<file path="config.mk">
export PLATFORM = sky130hd
export DESIGN_NAME = inst_fetch_unit
export DESIGN_NICKNAME = d
export VERILOG_FILES = /design/src/rtl/inst_fetch_unit.sv
export SDC_FILE = /design/constraint.sdc
export NUM_CORES = 1
export LEC_CHECK = 0
export CORE_MARGIN = 3
export CORE_UTILIZATION = 45
export DETAILED_ROUTE_END_ITERATION = 10
export PLACE_DENSITY = 0.67
export SLEW_MARGIN = 20
export SYNTH_ARGS = -nofsm -noshare
export SYNTH_HDL_FRONTEND = slang
export SYNTH_SLANG_ARGS = --single-unit
export TNS_END_PERCENT = 20
</file>
<file path="constraint.sdc">
create_clock -name clock -period 8.6 [get_ports clock]
set_clock_uncertainty 0.1 [all_clocks]
set_input_delay 1.72 -clock clock [delete_from_list [all_inputs] [get_ports clock]]
set_output_delay 1.72 -clock clock [all_outputs]
set_load 0.1 [all_outputs]
</file>
<file path="src/rtl/inst_fetch_unit.sv">
// Decoupled instruction fetch: credit-limited request issue, in-order response FIFO, redirect flush.
// Define FETCH_STATS_EN to add fetched/dropped/redirect statistics counters.
module inst_fetch_unit #(
    parameter int unsigned DEPTH    = 4,
    parameter logic [31:0] RESET_PC = 32'h0000_0000
) (
    input  logic        clock,
    input  logic        reset,
    input  logic        redirect_valid,
    input  logic [31:0] redirect_pc,
    output logic        imem_req_valid,
    input  logic        imem_req_ready,
    output logic [31:0] imem_req_addr,
    input  logic        imem_rsp_valid,
    input  logic [31:0] imem_rsp_data,
    output logic        inst_valid,
    input  logic        inst_ready,
    output logic [31:0] inst,
    output logic [31:0] inst_pc
`ifdef FETCH_STATS_EN
    ,
    output logic [31:0] stat_fetched,
    output logic [31:0] stat_dropped,
    output logic [31:0] stat_redirects
`endif
);

    localparam int unsigned AW = $clog2(DEPTH);
    localparam int unsigned CW = AW + 1;
    localparam logic [CW:0] LIMIT = (CW+1)'(DEPTH);

    logic [31:0]   r_fetch_pc;
    logic [31:0]   r_rsp_pc;
    logic [CW-1:0] r_outstanding;
    logic [CW-1:0] r_drop_cnt;
    logic [CW-1:0] r_count;
    logic [AW-1:0] r_rd_ptr;
    logic [AW-1:0] r_wr_ptr;
    logic [31:0]   r_fifo_data [DEPTH];
    logic [31:0]   r_fifo_pc   [DEPTH];

    logic [CW:0]   w_used;
    logic          w_credit;
    logic          w_fire;
    logic          w_drop;
    logic          w_push;
    logic          w_pop;
    logic          w_nonempty;
    logic [31:0]   w_redirect_pc;

    assign w_redirect_pc  = redirect_pc & 32'hFFFF_FFFC;
    assign w_used         = {1'b0, r_outstanding} + {1'b0, r_count};
    assign w_credit       = w_used < LIMIT;
    assign w_nonempty     = r_count != '0;

    assign imem_req_valid = !reset && !redirect_valid && w_credit;
    assign imem_req_addr  = r_fetch_pc;
    assign w_fire         = imem_req_valid && imem_req_ready;

    // A response is stale if older than a redirect, including one landing in the redirect cycle itself.
    assign w_drop         = imem_rsp_valid && (redirect_valid || r_drop_cnt != '0);
    assign w_push         = imem_rsp_valid && !w_drop;

    assign inst_valid     = w_nonempty && !redirect_valid;
    assign w_pop          = inst_valid && inst_ready;
    assign inst           = w_nonempty ? r_fifo_data[r_rd_ptr] : '0;
    assign inst_pc        = w_nonempty ? r_fifo_pc[r_rd_ptr]   : '0;

    always_ff @(posedge clock) begin
        if (reset) begin
            r_fetch_pc    <= RESET_PC;
            r_rsp_pc      <= RESET_PC;
            r_outstanding <= '0;
            r_drop_cnt    <= '0;
            r_count       <= '0;
            r_rd_ptr      <= '0;
            r_wr_ptr      <= '0;
        end else begin
            case ({w_fire, imem_rsp_valid})
                2'b10:   r_outstanding <= r_outstanding + CW'(1);
                2'b01:   r_outstanding <= r_outstanding - CW'(1);
                default: r_outstanding <= r_outstanding;
            endcase

            if (redirect_valid) begin
                r_fetch_pc <= w_redirect_pc;
                r_rsp_pc   <= w_redirect_pc;
                r_drop_cnt <= r_outstanding - CW'(imem_rsp_valid);
                r_count    <= '0;
                r_rd_ptr   <= '0;
                r_wr_ptr   <= '0;
            end else begin
                if (w_fire) begin
                    r_fetch_pc <= r_fetch_pc + 32'd4;
                end
                if (w_drop) begin
                    r_drop_cnt <= r_drop_cnt - CW'(1);
                end
                if (w_push) begin
                    r_wr_ptr <= r_wr_ptr + AW'(1);
                    r_rsp_pc <= r_rsp_pc + 32'd4;
                end
                if (w_pop) begin
                    r_rd_ptr <= r_rd_ptr + AW'(1);
                end
                case ({w_push, w_pop})
                    2'b10:   r_count <= r_count + CW'(1);
                    2'b01:   r_count <= r_count - CW'(1);
                    default: r_count <= r_count;
                endcase
            end
        end
    end

    always_ff @(posedge clock) begin
        if (!reset && w_push) begin
            r_fifo_data[r_wr_ptr] <= imem_rsp_data;
            r_fifo_pc[r_wr_ptr]   <= r_rsp_pc;
        end
    end

`ifdef FETCH_STATS_EN
    logic [31:0] r_stat_fetched;
    logic [31:0] r_stat_dropped;
    logic [31:0] r_stat_redirects;

    always_ff @(posedge clock) begin
        if (reset) begin
            r_stat_fetched   <= '0;
            r_stat_dropped   <= '0;
            r_stat_redirects <= '0;
        end else begin
            if (w_push) begin
                r_stat_fetched <= r_stat_fetched + 32'd1;
            end
            if (w_drop) begin
                r_stat_dropped <= r_stat_dropped + 32'd1;
            end
            if (redirect_valid) begin
                r_stat_redirects <= r_stat_redirects + 32'd1;
            end
        end
    end

    assign stat_fetched   = r_stat_fetched;
    assign stat_dropped   = r_stat_dropped;
    assign stat_redirects = r_stat_redirects;
`endif

endmodule
</file>
==> flow_metrics.tcl <==
set metrics [dict create \
    clk_latency_ns 0.50 \
    post-route-period-util_pct 73.0 \
    finalPower_mw 3.49 \
    grt_max_degree 65 \
    grt_usage_pct 17.4 \
    synthCells 888 \
    relSlewSlack_pct 29.3 \
    synth_seq_cells 323 \
    grt_setup_unrepaired "no" \
    fmax_mhz 159 \
    required_ns 6.78 \
    post-route-util_pct 56.9 \
    die_y_um 179 \
    cts_setup_buffers 0 \
    period_needed_ns 6.27 \
    vias 7791 \
    cp-end-kind "primary output" \
    wl_per_cell_um 18.9 \
    power.density_mw_per_mm2 211 \
    maxCapViolCount 0 \
    port_buffers 161 \
    dpl.cell_count 1400 \
    clk_pin_slew_ns 0.06 \
    routed_wl_um 27600 \
    initial_core_util_pct 46.4 \
    numClockSinks 323 \
    async_reset_ff_share_pct 0 \
    antenna_found_initial 0 \
    cts-root-buf "clkbuf_16" \
    synth_top_area_share_pct 55.2 \
    die_area_mm2 0.0321 \
    n_antenna_cell 0 \
    dp_hpwl_um 16900 \
    drcViolationCount 0 \
    overflow 0 \
    area_growth_pct 22.8 \
    cts_hold_buf 0 \
    ys.flop_type "edfxtp_1" \
    seq_area_mm2 0.00895 \
    hold_viol 0 \
    min_path_type "reg2reg" \
    fill_cells 2373 \
    grt_pass1_wl_um 43700 \
    rows 62 \
    setup-violations-final 0 \
    synth_edf_count 248 \
    dpl_cell_area_mm2 0.0155 \
    critPathLaunchType "input port" \
    place.gp.congestion 0.790 \
    syn_avg_cell_area_um2 15.2 \
    multi_input_area_mm2 0.00419 \
    finalMaxSlewViolations 0 \
    ctsResizeCount 0 \
    tns_ns 0 \
    worst-setup-path-type "in2out" \
    ios 168 \
    clockBufferDepth 3 \
    drt_iter0_markers 504 \
    p_leak_nw 5.37 \
    yosys.area.top_type "edfxtp_1" \
    drive_gt1_share_pct 12.6 \
    cts_tree "yes" \
    critPathMaxFanout 44 \
    fin_nets 1139 \
    tightest_slew_ns 1.06 \
    synth.distinct_cells 47 \
    yosys_warnings 0 \
    core-area_mm2 0.0291 \
    numCtsBuffers 35 \
    ir_worst_vdd_mv 0.120 \
    die_x_um 179 \
    status "completed" \
    arrival_ns 4.45 \
    yosysSeqAreaShare_pct 66.4 \
    drtPass1Iterations 4 \
    h-tree-depth 2 \
    ant_nets 0 \
    stdcell_area_mm2 0.0166 \
    synthesis.area_mm2 0.0135 \
    fin_cells 1461 \
    ys_top_cells_by_area "edfxtp_1 55%, dfxtp_1 11%, mux4_2 10%" \
    viasPerCell 5.33 \
    grt_pass1_vias 8057 \
]
## Yosys cell counts, drive strengths merged (2+ instances only)
cell type / number
nor2: 23
dfxtp: 75
a211oi: 3
and4: 7
nand3b: 3
nor2b: 63
a21oi: 38
or2: 3
edfxtp: 248
and2: 5
o31a: 2
or4: 6
nand4: 20
fa: 2
xnor2: 26
a31oi: 3
nand2: 23
or3: 2
mux4: 62
nand3: 25
o21ai: 4
clkbuf: 33
o21bai: 2
buf: 14
xor2: 37
nor3: 11
nor3b: 2
and3: 16
a21boi: 49
ha: 14
nor4: 12
inv: 45
## state kept, by name, summed over array words and instances (netlist names), named ones only
register and cells:
r_fifo_data 128, r_fifo_pc 120, imem_req_addr 30, r_rsp_pc 30
r_count 3, r_drop_cnt 3, r_outstanding 3, r_rd_ptr 2
r_wr_ptr 2
## report_power, final
part,switching [mW],internal (mW)
Combinational,0.225,0.109
Sequential,0.0424,1.72
Clock,0.565,0.826
## cell type report
type                    instances  area share, %
multi-input cells             476           25.3
inverters                      45           1.02
clock inverters                14          0.574
well taps                     384           2.90
flip-flops and latches        323           54.1
clock buffers                  47           5.90
repair buffers                172           10.2
## critical path, stage by stage
cell and delay (ns):
clkdlybuf4s50_1 0.40, buf_4 0.28, or4_4 0.64, nor3_1 0.23, clkdlybuf4s50_1 1.17
## metal layers
layer  global-route usage (%)  share of wire, %  vias to the layer above
met2                     28.0                46                      260
met1                     24.9                46                     3824
met3                     3.88               7.1                       30
met4                     3.22               1.1                        0
met5                        0                 0                        -
li1                         -                 -                     3677
## stage by stage
step           hold WS (ns)  worst slack [ns]
6_report              0.431              2.33
5_1_grt               0.457              2.20
4_1_cts               0.432              2.31
3_5_place_dp          0.422              2.33
3_3_place_gp          0.404              2.32
2_1_floorplan         0.375              2.24
## cells in the final DEF (no fill, tap or decap), drive strengths merged, types with 3 or more instances in the layout
cell,n
a211oi,3
a21boi,49
a21oi,38
a31oi,3
and2,5
and3,16
and4,7
buf,11
clkbuf,47
clkdlybuf4s50,161
clkinv,12
conb,4
dfxtp,75
edfxtp,248
ha,14
inv,46
mux4,62
nand2,23
nand3,25
nand3b,3
nand4,20
nor2,23
nor2b,63
nor3,11
nor4,12
o21ai,4
or2,3
or4,6
xnor2,26
xor2,37
## worst paths after layout
check / to / depth (start not counted) / slack (ns) / from
worst max register to register: r_count[2] / 9 / 5.85 / r_count[0]
worst max-delay path: imem_req_valid / 5 / 2.33 / redirect_valid
worst min-delay path: imem_req_addr[3] / 2 / 0.43 / imem_req_addr[3]
worst min register to register: imem_req_addr[3] / 2 / 0.43 / imem_req_addr[3]
## cell families (layout without fill, tap and decap cells)
| kind of cell | Yosys count | in the layout | synth area share (%) |
|---|---|---|---|
| xor+xnor | 63 | 63 | 4.09 |
| compound gates | 104 | 104 | 5.01 |
| buf+inv | 92 | 278 | 2.79 |
| flops | 323 | 323 | 66.4 |
| fa+ha+maj | 16 | 16 | 1.60 |
| mux | 62 | 62 | 10.4 |
| other cells | 1 | 4 | 0.0278 |
| simple gates | 227 | 227 | 9.76 |
Power figures use the tool's default switching activity.
